--- src/rtl/pp_pkg.sv ---
// Shared definitions for the post-process frame monitor: FSM state encoding
// and default sample/counter widths.
package pp_pkg;

  localparam int PP_DATA_W = 16;
  localparam int PP_CNT_W  = 16;

  typedef enum logic [1:0] {
    S_IDLE = 2'd0,
    S_RUN  = 2'd1,
    S_DONE = 2'd2
  } pp_state_t;

endpackage

--- src/rtl/pp_peak_track.sv ---
// One channel of peak tracking: running signed maximum and its sample index,
// plus a result register loaded when the frame completes.
module pp_peak_track #(
  parameter int DATA_W = 16,
  parameter int CNT_W  = 16
) (
  input  logic              clk,
  input  logic              rst,
  input  logic              i_init,
  input  logic              i_acc,
  input  logic              i_commit,
  input  logic [DATA_W-1:0] i_sample,
  input  logic [CNT_W-1:0]  i_idx,
  output logic [DATA_W-1:0] o_peak_val,
  output logic [CNT_W-1:0]  o_peak_idx
);

  logic [DATA_W-1:0] r_max;
  logic [CNT_W-1:0]  r_max_idx;
  logic [DATA_W-1:0] r_peak_val;
  logic [CNT_W-1:0]  r_peak_idx;

  always_ff @(posedge clk or posedge rst) begin
    if (rst) begin
      r_max      <= '0;
      r_max_idx  <= '0;
      r_peak_val <= '0;
      r_peak_idx <= '0;
    end else begin
      // Strictly-greater update keeps the earliest index on ties
      if (i_init) begin
        r_max     <= i_sample;
        r_max_idx <= '0;
      end else if (i_acc && ($signed(i_sample) > $signed(r_max))) begin
        r_max     <= i_sample;
        r_max_idx <= i_idx;
      end
      if (i_commit) begin
        r_peak_val <= r_max;
        r_peak_idx <= r_max_idx;
      end
    end
  end

  assign o_peak_val = r_peak_val;
  assign o_peak_idx = r_peak_idx;

endmodule

--- src/rtl/pp_frame_monitor.sv ---
// Frame monitor: counts samples, above-threshold cycles and per-channel peaks
// for each valid-qualified frame. Define PP_LEN_CHECK_EN to enable len_err.
module pp_frame_monitor
  import pp_pkg::*;
#(
  parameter int NUM_CH = 2,
  parameter int DATA_W = PP_DATA_W,
  parameter int CNT_W  = PP_CNT_W
) (
  input  logic                     clk,
  input  logic                     rst,
  input  logic                     pp_enable,
  input  logic                     data_valid_in,
  input  logic [NUM_CH*DATA_W-1:0] data_in,
  input  logic [DATA_W-1:0]        thresh,
  input  logic [CNT_W-1:0]         expected_len,
  output logic                     pp_working,
  output logic                     pp_done,
  output logic                     pp_abort,
  output logic [CNT_W-1:0]         frame_len,
  output logic [CNT_W-1:0]         over_cnt,
  output logic [NUM_CH*DATA_W-1:0] peak_val,
  output logic [NUM_CH*CNT_W-1:0]  peak_idx,
  output logic                     len_err
);

  localparam logic [CNT_W-1:0] CNT_MAX = '1;
  localparam logic [CNT_W-1:0] CNT_ONE = CNT_W'(1);

  pp_state_t         r_state;
  logic [CNT_W-1:0]  r_cnt;
  logic [CNT_W-1:0]  r_over;
  logic [DATA_W-1:0] r_thresh;
  logic              r_working;
  logic              r_done;
  logic              r_abort;
  logic [CNT_W-1:0]  r_frame_len;
  logic [CNT_W-1:0]  r_over_cnt;

  logic              w_start;
  logic              w_acc;
  logic              w_end;
  logic [DATA_W-1:0] w_thr;
  logic [NUM_CH-1:0] w_over_vec;
  logic              w_any_over;

  assign w_start = (r_state == S_IDLE) && pp_enable && data_valid_in;
  assign w_acc   = (r_state == S_RUN)  && pp_enable && data_valid_in;
  assign w_end   = (r_state == S_RUN)  && pp_enable && !data_valid_in;

  // The first sample is compared against the live threshold; later ones use the latched copy
  assign w_thr = (r_state == S_IDLE) ? thresh : r_thresh;

  genvar gi;
  generate
    for (gi = 0; gi < NUM_CH; gi++) begin : g_ch
      assign w_over_vec[gi] =
        $signed(data_in[gi*DATA_W +: DATA_W]) > $signed(w_thr);

      pp_peak_track #(
        .DATA_W (DATA_W),
        .CNT_W  (CNT_W)
      ) u_peak (
        .clk        (clk),
        .rst        (rst),
        .i_init     (w_start),
        .i_acc      (w_acc),
        .i_commit   (w_end),
        .i_sample   (data_in[gi*DATA_W +: DATA_W]),
        .i_idx      (r_cnt),
        .o_peak_val (peak_val[gi*DATA_W +: DATA_W]),
        .o_peak_idx (peak_idx[gi*CNT_W +: CNT_W])
      );
    end
  endgenerate

  assign w_any_over = |w_over_vec;

  always_ff @(posedge clk or posedge rst) begin
    if (rst) begin
      r_state     <= S_IDLE;
      r_cnt       <= '0;
      r_over      <= '0;
      r_thresh    <= '0;
      r_working   <= 1'b0;
      r_done      <= 1'b0;
      r_abort     <= 1'b0;
      r_frame_len <= '0;
      r_over_cnt  <= '0;
    end else begin
      r_done  <= 1'b0;
      r_abort <= 1'b0;
      case (r_state)
        S_IDLE: begin
          if (w_start) begin
            r_state   <= S_RUN;
            r_working <= 1'b1;
            r_cnt     <= CNT_ONE;
            r_over    <= w_any_over ? CNT_ONE : '0;
            r_thresh  <= thresh;
          end
        end
        S_RUN: begin
          if (!pp_enable) begin
            r_state   <= S_IDLE;
            r_working <= 1'b0;
            r_abort   <= 1'b1;
          end else if (data_valid_in) begin
            if (r_cnt != CNT_MAX) r_cnt <= r_cnt + CNT_ONE;
            if (w_any_over && (r_over != CNT_MAX)) r_over <= r_over + CNT_ONE;
          end else begin
            r_state     <= S_DONE;
            r_working   <= 1'b0;
            r_done      <= 1'b1;
            r_frame_len <= r_cnt;
            r_over_cnt  <= r_over;
          end
        end
        S_DONE: begin
          r_state <= S_IDLE;
        end
        default: begin
          r_state   <= S_IDLE;
          r_working <= 1'b0;
        end
      endcase
    end
  end

`ifdef PP_LEN_CHECK_EN
  logic [CNT_W-1:0] r_exp_len;
  logic             r_len_err;

  always_ff @(posedge clk or posedge rst) begin
    if (rst) begin
      r_exp_len <= '0;
      r_len_err <= 1'b0;
    end else begin
      if (w_start) r_exp_len <= expected_len;
      if (w_end)   r_len_err <= (r_cnt != r_exp_len);
    end
  end

  assign len_err = r_len_err;
`else
  logic w_unused_exp_len;
  assign w_unused_exp_len = ^expected_len;
  assign len_err          = 1'b0;
`endif

  assign pp_working = r_working;
  assign pp_done    = r_done;
  assign pp_abort   = r_abort;
  assign frame_len  = r_frame_len;
  assign over_cnt   = r_over_cnt;

endmodule

--- config.mk ---
export PLATFORM = sky130hd
export DESIGN_NAME = pp_frame_monitor
export DESIGN_NICKNAME = d
export VERILOG_FILES = /design/src/rtl/pp_pkg.sv /design/src/rtl/pp_peak_track.sv /design/src/rtl/pp_frame_monitor.sv
export SDC_FILE = /design/constraint.sdc
export NUM_CORES = 1
export LEC_CHECK = 0
export CAP_MARGIN = 40
export CORE_MARGIN = 2
export CORE_UTILIZATION = 49
export DETAILED_ROUTE_END_ITERATION = 8
export PLACE_DENSITY = 0.82
export SETUP_SLACK_MARGIN = 0.1
export SYNTH_ARGS = -nofsm -noshare
export SYNTH_HDL_FRONTEND = slang
export SYNTH_HIERARCHICAL = 1
export SYNTH_SLANG_ARGS = --single-unit
--- constraint.sdc ---
create_clock -name clk -period 3.8 [get_ports clk]
set_clock_uncertainty 0.1 [all_clocks]
set_input_delay 0.76 -clock clk [delete_from_list [all_inputs] [get_ports clk]]
set_output_delay 0.76 -clock clk [all_outputs]
set_load 0.005 [all_outputs]
==> impl_metrics.toml, run 1 <==
[run_status]
status = "completed"

[final_layout]
layout_common_cells = "dfrtp_1, clkdlybuf4s50_1, mux2_2, nand2_1, nand2b_1"
final_nets = 1267
final_common_cell = "dfrtp_1"
fin_util_pct = 63.35
drive_gt1_share_pct = 20.59
diodes = 0
syn2layout_area_growth_pct = 26.37

[logic_synthesis]
yosysUniqueCellTypes = 61
yosysWarnings = 6
synth_top_area_share_pct = 48.57
synth-async-reset-ratio_pct = 100.0
synth-edff-count = 0
syn-num-nets = 1088
synth_xor_area_share_pct = 0.8780
yosysSeqAreaShare_pct = 48.57
synth_top_family_by_area = "multiplexers"
ys_seq_elements = 213
syn_avg_cell_area_sq_um = 11.47
synth-simple-area-share_pct = 14.88
synth_top_flop_cell = "dfrtp_1"
synth.area.mux_share_pct = 18.51
synthCells = 957
synthAdderAreaFrac_pct = 7.184
netlist_area_sq_um = 10970
synth_top_cell_by_area = "dfrtp_1"
synth.area.top_cells = "dfrtp_1, mux2_2, ha_1"
synth-compound-area-share_pct = 6.431

[clock_tree]
cts_tree = "yes"
cts_htree_levels = 1
clock_latency_ns = 0.50
clockBufferDepth = 3
cts_buffers = 23
root_buffer = "clkbuf_16"
clock-sinks = 213
hold_buffers = 0
clk_pin_slew_ns = 0.06

[detailed_routing]
detail-route-antenna-nets = 0
drt-pass1-iter-count = 5
vias = 8012
route.detailed.drc = 0
detail_route.vias_per_cell = 5.599
drt_iter0_drc = 425
wl_mm = 26.41
detail_route.wl_per_cell_microns = 18.45

[floorplanning]
start_util_pct = 50.13
fp.coreArea_sq_um = 21890
fp.dieW_microns = 153.6
num_io_pins = 168
die_area_sq_um = 23610
die_y_microns = 153.6
rows = 54

[sta]
holdWs_ns = 0.3747
fin_crit_ns = 3.559
rsz0062_at_grt = "yes"
fmax_mhz = 280.9
setup_viol = 0
maxSlewHeadroom_pct = 46.68
hold_viol = 0
worstMarginPinSlew_ns = 0.7998
slew_violations = 0
period_share_pct = 93.67

[place]
place.gp.congestion = 0.9144
port-buffer-count = 150
place_hpwl_mm = 18.83

[job]
max_cap_violations = 0

[worst_setup_path]
path_buf_inv = 3
worstPathCellList = "nor2_4, buf_12, mux2i_1, ha_1, o21ai_0, o21ai_0, a2111oi_2, buf_4, a221o_1, o22a_2, buf_4, or4_1, a21oi_1"
r2r_start = "r_state[0]"
path_delay_family = "compound AO/OA/AOI/OAI gates"
cpMaxStageDelayCell = "or4_1"
end_kind = "flop"
cp.required_ns = 4.12
start_kind = "flop"
slowest_delay_ns = 0.47
worstPathMaxFanout = 11
path_class = "flop to flop"
startpoint = "r_state[0]"
crit_arrival_ns = 3.88

[power]
switching_share_pct = 28.41
intPower_mw = 5.426
clkPwrFrac_pct = 31.1
power_mw = 7.579
seqPwrFrac_pct = 40.5
p_sw_mw = 2.153
cellLeakagePower_nw = 6.219
p_comb_share_pct = 28.4
powerDensity_nw_per_um2 = 546.5
vdd_ir_drop_max_uv = 308.2

[global_route]
grt_pass1_vias = 8330
grt.total_usage_pct = 22.53
grt_pass1_wl_mm = 43.44
antenna_found_initial = 0
grt_overflow = 0
grt_max_degree = 97

[worst_hold_path]
hold_class = "flop to flop"
hp-start = "r_thresh[4]"
-- timing repair --
action | CTS | global route
buffers inserted | 1 | 2
setup endpoints to repair | 14 | 15
resized for setup | 1 | 5
gates cloned | 0 | 0
endpoints found under the hold margin | 0 | 0
pin swaps | 1 | 0
-- registers in the layout (all words and copies together) (netlist names) --
signal and count:
pp_abort 1, g_ch.u_peak/r_max 32, g_ch.u_peak/o_peak_idx 32, g_ch.u_peak/r_max_idx 32, over_cnt 16, g_ch.u_peak/o_peak_val 32, pp_done 1, frame_len 16
r_state 2, r_cnt 16, r_thresh 16, r_over 16, pp_working 1
-- logic make-up (layout without fill, tap and decap cells) --
| family | after synthesis | in the layout |
|---|---|---|
| xor+xnor | 11 | 11 |
| simple gates | 299 | 299 |
| buf+inv | 91 | 285 |
| flops | 213 | 213 |
| compound gates | 101 | 101 |
| fa+ha+maj | 63 | 63 |
| other cells | 1 | 1 |
| mux | 178 | 178 |
-- cells in the mapped netlist (3+ instances only) --
cell,number
buf_1,8
buf_2,5
and3_1,5
nand2b_1,70
and4_1,5
clkbuf_1,21
buf_4,4
o21a_1,3
nor2b_1,7
o41ai_1,3
xnor2_1,5
o311ai_1,4
nand4_1,24
nor3_1,19
nor2_1,31
o21bai_1,4
dfrtp_1,213
mux2i_1,48
nor4_1,6
o311ai_0,3
o31ai_1,6
ha_1,63
nand3_1,12
or3_1,10
buf_6,3
o21ai_0,21
inv_1,50
o211ai_1,4
a2111oi_0,3
nand2_1,86
xor2_1,6
mux2_4,20
a211oi_1,3
mux2_2,109
or4_1,9
a21oi_1,29
-- power groups by stage --
stage	clock [mW]	combinational (mW)	sequential, mW
2_1_floorplan	0	1.28	3.01
3_3_place_gp	0	2.04	3.07
3_5_place_dp	0	2.13	3.10
4_1_cts	2.40	2.15	3.06
5_1_grt	2.49	2.36	3.13
6_report	2.35	2.15	3.07
-- worst paths after layout --
kind	slack (ns)	cells after the start	to
max reg2reg	0.24	13	r_over[10]
min in group asynchronous	0.72	2	r_thresh[15]
min reg2reg	0.37	2	r_thresh[4]
min	0.37	2	r_thresh[4]
max in group asynchronous	2.18	3	over_cnt[11]
max	0.24	13	r_over[10]
-- worst register-to-register path, cell delays in order, from the launching register on --
cell and delay, ns:
dfrtp_1 0.41, nor2_4 0.14, buf_12 0.16, mux2i_1 0.40, ha_1 0.20, o21ai_0 0.07
o21ai_0 0.26, a2111oi_2 0.13, buf_4 0.15, a221o_1 0.33, o22a_2 0.31, buf_4 0.18
or4_1 0.47, a21oi_1 0.16
-- through the flow --
step	setup slack [ns]	std cells	instance area [sq um]	TNS (ns)
floorplan	0.1977	957	10980	0
global placement	-0.2897	1388	13010	-3.617
detailed placement	-0.3471	1388	13010	-4.373
CTS	0.1577	1429	13830	0
global route	0.06209	1431	13870	0
finish	0.2405	1431	13870	0
-- metal layers --
metal	up-vias	share of wire (%)	global-route usage (%)
li1	3760	-	-
met1	3982	45	31.13
met2	228	47	37.48
met3	42	5.7	3.636
met4	0	2.3	5.374
met5	-	0	0
-- layout make-up --
type,count,area [sq um]
clock buffers,31,645.6
inverters,50,188.9
clock inverters,9,150.1
flip-flops and latches,213,5330
multi-input cells,653,5300
repair buffers,195,1902
well taps,280,350.3
fillers,1721,8024
(Power assumes the default switching activity.)
==> inputs of run 2 (changes only) <==
--- a/config.mk
+++ b/config.mk
@@ -8,6 +8,7 @@
 export CAP_MARGIN = 40
 export CORE_MARGIN = 2
 export CORE_UTILIZATION = 49
+export CTS_CLUSTER_DIAMETER = 40
 export DETAILED_ROUTE_END_ITERATION = 8
 export PLACE_DENSITY = 0.82
 export SETUP_SLACK_MARGIN = 0.1
==> run 2 against run 1 <==
Register-to-register slack barely moved. Combinational power barely moved. Sequential share of layout area fell by 1.2 points. Largest cell class unchanged. Highest routed layer unchanged.
==> impl_metrics.toml, run 2 (synthesized netlist as in run 1, its figures left out) <==
[worst_setup_path]
r2r_start = "r_state[0]"
cp.required_ns = 4.05
end_kind = "flop"
r2r_cells = 14
crit_arrival_ns = 3.82
slowest_delay_ns = 0.46
path_class = "input pin to flop"
r2r_slack_ns = 0.23
cpMaxStageDelayCell = "clkdlybuf4s50_1"
r2r-end = "r_over[10]"
worstPathMaxFanout = 5
start_kind = "input pin"
startpoint = "thresh[13]"
cp-endpoint = "r_over[11]"
worstPathCellList = "clkdlybuf4s50_1, mux2i_1, ha_1, a211oi_1, o21ai_0, a2111oi_2, buf_4, nor4b_4, buf_4, nor3_2, nor3_1, o21ai_0"

[final_layout]
drive_gt1_share_pct = 22.15
final_common_cell = "dfrtp_1"
final_nets = 1280
syn2layout_area_growth_pct = 30.40
layout_common_cells = "dfrtp_1, clkdlybuf4s50_1, mux2_2, nand2_1, nand2b_1"
fin_cells = 1454
diodes = 0

[clock_tree]
cts_buffers = 35
hold_buffers = 0
clock_latency_ns = 0.50
root_buffer = "clkbuf_16"
clk_pin_slew_ns = 0.05
clock-sinks = 213
clockBufferDepth = 3
cts_tree = "yes"
cts_htree_levels = 2

[sta]
fin_crit_ns = 3.567
holdWs_ns = 0.3706
slew_violations = 0
fmax_mhz = 280.3
worstMarginPinSlew_ns = 0.8226
hold_viol = 0
setup_viol = 0
rsz0062_at_grt = "yes"
period_share_pct = 93.87
maxSlewHeadroom_pct = 45.16

[global_route]
grt_pass1_vias = 8497
grt_max_degree = 97
antenna_found_initial = 0
grt_pass1_wl_mm = 44.39
grt_overflow = 0
grt.total_usage_pct = 23.24

[detailed_routing]
route.detailed.drc = 0
wl_mm = 27.46
detail_route.vias_per_cell = 5.697
vias = 8283
drt-pass1-iter-count = 5
detail-route-antenna-nets = 0
detail_route.wl_per_cell_microns = 18.89
drt_iter0_drc = 512

[power]
vdd_ir_drop_max_uv = 312.6
powerDensity_nw_per_um2 = 593.6
cellLeakagePower_nw = 6.449
power_mw = 8.493

[job]
max_cap_violations = 0

[floorplanning]
num_io_pins = 168
fp.coreArea_sq_um = 21890
die_area_sq_um = 23610
fp.dieW_microns = 153.6
die_y_microns = 153.6
rows = 54
start_util_pct = 50.13

[worst_hold_path]
hold_class = "flop to flop"

[place]
place_hpwl_mm = 18.83
place.gp.congestion = 0.9144
port-buffer-count = 150
dp.cells = 1388

[run_status]
status = "completed"
run 2: cell types whose count changed in the layout (fill, tap and decap cells not counted), sizes merged:
| cell | previous run | this run |
|---|---|---|
| bufinv | 4 | 3 |
| clkbuf | 31 | 47 |
| clkinv | 4 | 6 |
| clkinvlp | 2 | 1 |
| inv | 49 | 55 |
| o22a | 1 | 2 |
run 2: critical path: cells and delay by family:
kind / cells / cell delay [ns]
compound gates: 4 / 1.00
fa+ha+maj: 1 / 0.32
buf+inv: 3 / 0.82
mux: 1 / 0.28
simple gates: 3 / 0.63
run 2: worst min path at each step:
stage                      from     endpoint  cells after the start
finish              r_thresh[6]  r_thresh[6]                      2
global route        r_thresh[6]  r_thresh[6]                      2
detailed placement  r_thresh[6]  r_thresh[6]                      2
CTS                 r_thresh[6]  r_thresh[6]                      2
global placement    r_thresh[8]  r_thresh[8]                      2
floorplan           r_thresh[0]  r_thresh[0]                      2
run 2: cell type report:
| class | instances | area, sq um |
|---|---|---|
| inverters | 50 | 188.9 |
| well taps | 280 | 350.3 |
| flip-flops and latches | 213 | 5330 |
| repair buffers | 195 | 1902 |
| multi-input cells | 654 | 5319 |
| clock buffers | 47 | 1033 |
| clock inverters | 15 | 185.2 |
| fillers | 1624 | 7582 |
run 2: repair_timing:
| item | CTS | global route |
|---|---|---|
| setup endpoints to repair | 16 | 12 |
| resized for setup | 1 | 6 |
| pin swaps | 1 | 0 |
| gates cloned | 0 | 1 |
| buffers inserted | 2 | 1 |
run 2: per-stage QoR:
step | cell area [sq um] | setup TNS [ns] | worst slack (ns) | util [%]
after CTS | 14260 | 0 | 0.1514 | 65.15
after global routing | 14310 | 0 | 0.07384 | 65.36
after floorplan | 10980 | 0 | 0.1977 | -
final | 14310 | 0 | 0.2329 | 65.36
after detailed placement | 13010 | -4.373 | -0.3471 | 59.45
after global placement | 13010 | -3.617 | -0.2897 | 59.45
run 2: routing by layer:
metal	global-route usage [%]	share of wire, %
met1	31.47	43
met2	37.78	48
met3	4.369	6.0
met4	7.995	3.1
met5	0	0
run 2: power by group:
group | internal, mW | switching, mW | total, mW
registers | 2.73 | 0.346 | 3.07
logic | 1.25 | 0.928 | 2.18
clock network | 2.13 | 1.12 | 3.24
==> inputs of run 3 (changes only) <==
--- a/config.mk
+++ b/config.mk
@@ -7,10 +7,10 @@
 export LEC_CHECK = 0
 export CAP_MARGIN = 40
 export CORE_MARGIN = 2
-export CORE_UTILIZATION = 49
+export CORE_UTILIZATION = 50
 export CTS_CLUSTER_DIAMETER = 40
 export DETAILED_ROUTE_END_ITERATION = 8
-export PLACE_DENSITY = 0.82
+export PLACE_DENSITY = 0.75
 export SETUP_SLACK_MARGIN = 0.1
 export SYNTH_ARGS = -nofsm -noshare
 export SYNTH_HDL_FRONTEND = slang
==> constraint.sdc (replaced) <==
create_clock -name clk -period 4.6 [get_ports clk]
set_clock_uncertainty 0.1 [all_clocks]
set_input_delay 0.92 -clock clk [delete_from_list [all_inputs] [get_ports clk]]
set_output_delay 0.92 -clock clk [all_outputs]
set_load 0.005 [all_outputs]
==> run 3 against run 2 <==
Worst setup slack better by 0.43 ns. Highest routed layer unchanged. Register-to-register slack better by 0.43 ns. Die area is 1.9% lower. Clock power is 26% lower. Critical path type is now flop to flop. Power is 22% lower. Global-route usage is 0.76 points lower. Flip-flop and latch count stayed put. Critical path depth is 2 lower. Combinational power is 22% lower. Via count is 4.3% lower. Sequential power is 18% lower.
==> impl_metrics.toml, run 3 (synthesized netlist as in run 1, its figures left out) <==
[clock_tree]
clock_latency_ns = 0.55
root_buffer = "clkbuf_16"
cts_tree = "yes"
clk_pin_slew_ns = 0.06
hold_buffers = 0
clockBufferDepth = 3
clock-sinks = 213
cts_htree_levels = 1
ctsResizeCount = 0
cts_buffers = 31
cts_setup_buffers = 0

[detailed_routing]
detail_route.vias_per_cell = 5.563
detail_route.wl_per_cell_microns = 18.13
drt-pass1-iter-count = 5
vias = 7927
route.detailed.drc = 0
drt_iter0_drc = 383
detail-route-antenna-nets = 0
wl_mm = 25.84

[worst_setup_path]
worstPathCellList = "nor2_4, mux2i_1, ha_1, a211oi_1, o21ai_0, a2111oi_0, nor4b_2, o22a_2, a2111oi_0, a31o_1"
cp.required_ns = 4.93
path_delay_family = "compound AO/OA/AOI/OAI gates"
slowest_delay_ns = 0.55
cpMaxStageDelayCell = "a2111oi_0"
start_kind = "flop"
path_class = "flop to flop"
r2r_slack_ns = 0.66
worstPathMaxFanout = 23
path_buf_inv = 0
end_kind = "flop"
cpMostUsedCell = "a2111oi_0"
crit_arrival_ns = 4.27

[floorplanning]
die_y_microns = 152.1
start_util_pct = 50.59
rows = 54
fp.dieW_microns = 152.1
num_io_pins = 168
die_area_sq_um = 23150
fp.coreArea_sq_um = 21690

[final_layout]
diodes = 0
fillers = 1634
layout_common_cells = "dfrtp_1, clkdlybuf4s50_1, mux2_2, nand2_1, nand2b_1"
final_common_cell = "dfrtp_1"
final_nets = 1252
syn2layout_area_growth_pct = 27.43
drive_gt1_share_pct = 20.09

[job]
max_cap_violations = 0

[sta]
fin_setup_tns_ns = 0
worstMarginPinSlew_ns = 0.8217
fmax_mhz = 253.9
setup_viol = 0
slew_violations = 0
period_share_pct = 85.62
rsz0062_at_grt = "no"
hold_viol = 0
fin_crit_ns = 3.939
maxSlewHeadroom_pct = 45.02

[global_route]
grt_pass1_wl_mm = 42.84
grt_max_degree = 88
grt.total_usage_pct = 22.48
grt_overflow = 0
antenna_found_initial = 0
grt_pass1_vias = 8049

[power]
vdd_ir_drop_max_uv = 314.6
powerDensity_nw_per_um2 = 474.9
cellLeakagePower_nw = 6.253
power_mw = 6.640

[worst_hold_path]
hold_class = "flop to flop"

[place]
place.gp.congestion = 0.8522
place_hpwl_mm = 18.22
port-buffer-count = 150

[run_status]
status = "completed"
-- run 3: layer usage --
layer | vias up | GRT usage (%) | share of wire (%)
met5 | - | 0 | 0
met3 | 40 | 3.896 | 4.9
li1 | 3751 | - | -
met2 | 209 | 35.11 | 46
met1 | 3927 | 32.67 | 47
met4 | 0 | 6.097 | 2.0
-- run 3: path summary, 6_finish.rpt --
check / startpoint / endpoint / cells after the start
min in group asynchronous: rst / r_thresh[14] / 2
hold reg to reg: r_thresh[12] / r_thresh[12] / 2
max in group asynchronous: rst / g_ch[1].u_peak/r_max[12] / 3
setup / recovery: r_state[1] / r_over[0] / 10
setup reg to reg: r_state[1] / r_over[0] / 10
hold / removal: r_thresh[12] / r_thresh[12] / 2
-- run 3: where the power goes --
part,internal [mW],switching (mW),leakage (nW)
combinational,0.991,0.719,2.94
clock,1.48,0.931,0.517
sequential,2.25,0.271,2.79
-- run 3: layout make-up --
class                           instances  area, sq um  area share (%)
Multi-Input combinational cell        653         5283           37.78
Clock buffer                           34        817.0           5.843
Tap cell                              280        350.3           2.505
Inverter                               50        188.9           1.351
Clock inverter                         23        255.2           1.825
Timing Repair Buffer                  172         1759           12.58
Sequential cell                       213         5330           38.12
-- run 3: metrics by stage --
stage | area (sq um) | setup slack (ns) | instances | hold WS (ns) | util (%)
global placement | 12760 | 0.2893 | 1360 | 0.3569 | 58.83
floorplan | 10970 | 0.6323 | 957 | 0.3417 | -
global route | 13980 | 0.2366 | 1425 | 0.3946 | 64.47
finish | 13980 | 0.6613 | 1425 | 0.3711 | 64.47
detailed placement | 12910 | 0.2131 | 1368 | 0.3615 | 59.53
CTS | 13980 | 0.6735 | 1425 | 0.3750 | 64.47
-- run 3: worst min-delay path: stages, from the launching register on --
cell and delay, ns:
dfrtp_1 0.33, nand2_1 0.05, nand2_1 0.06
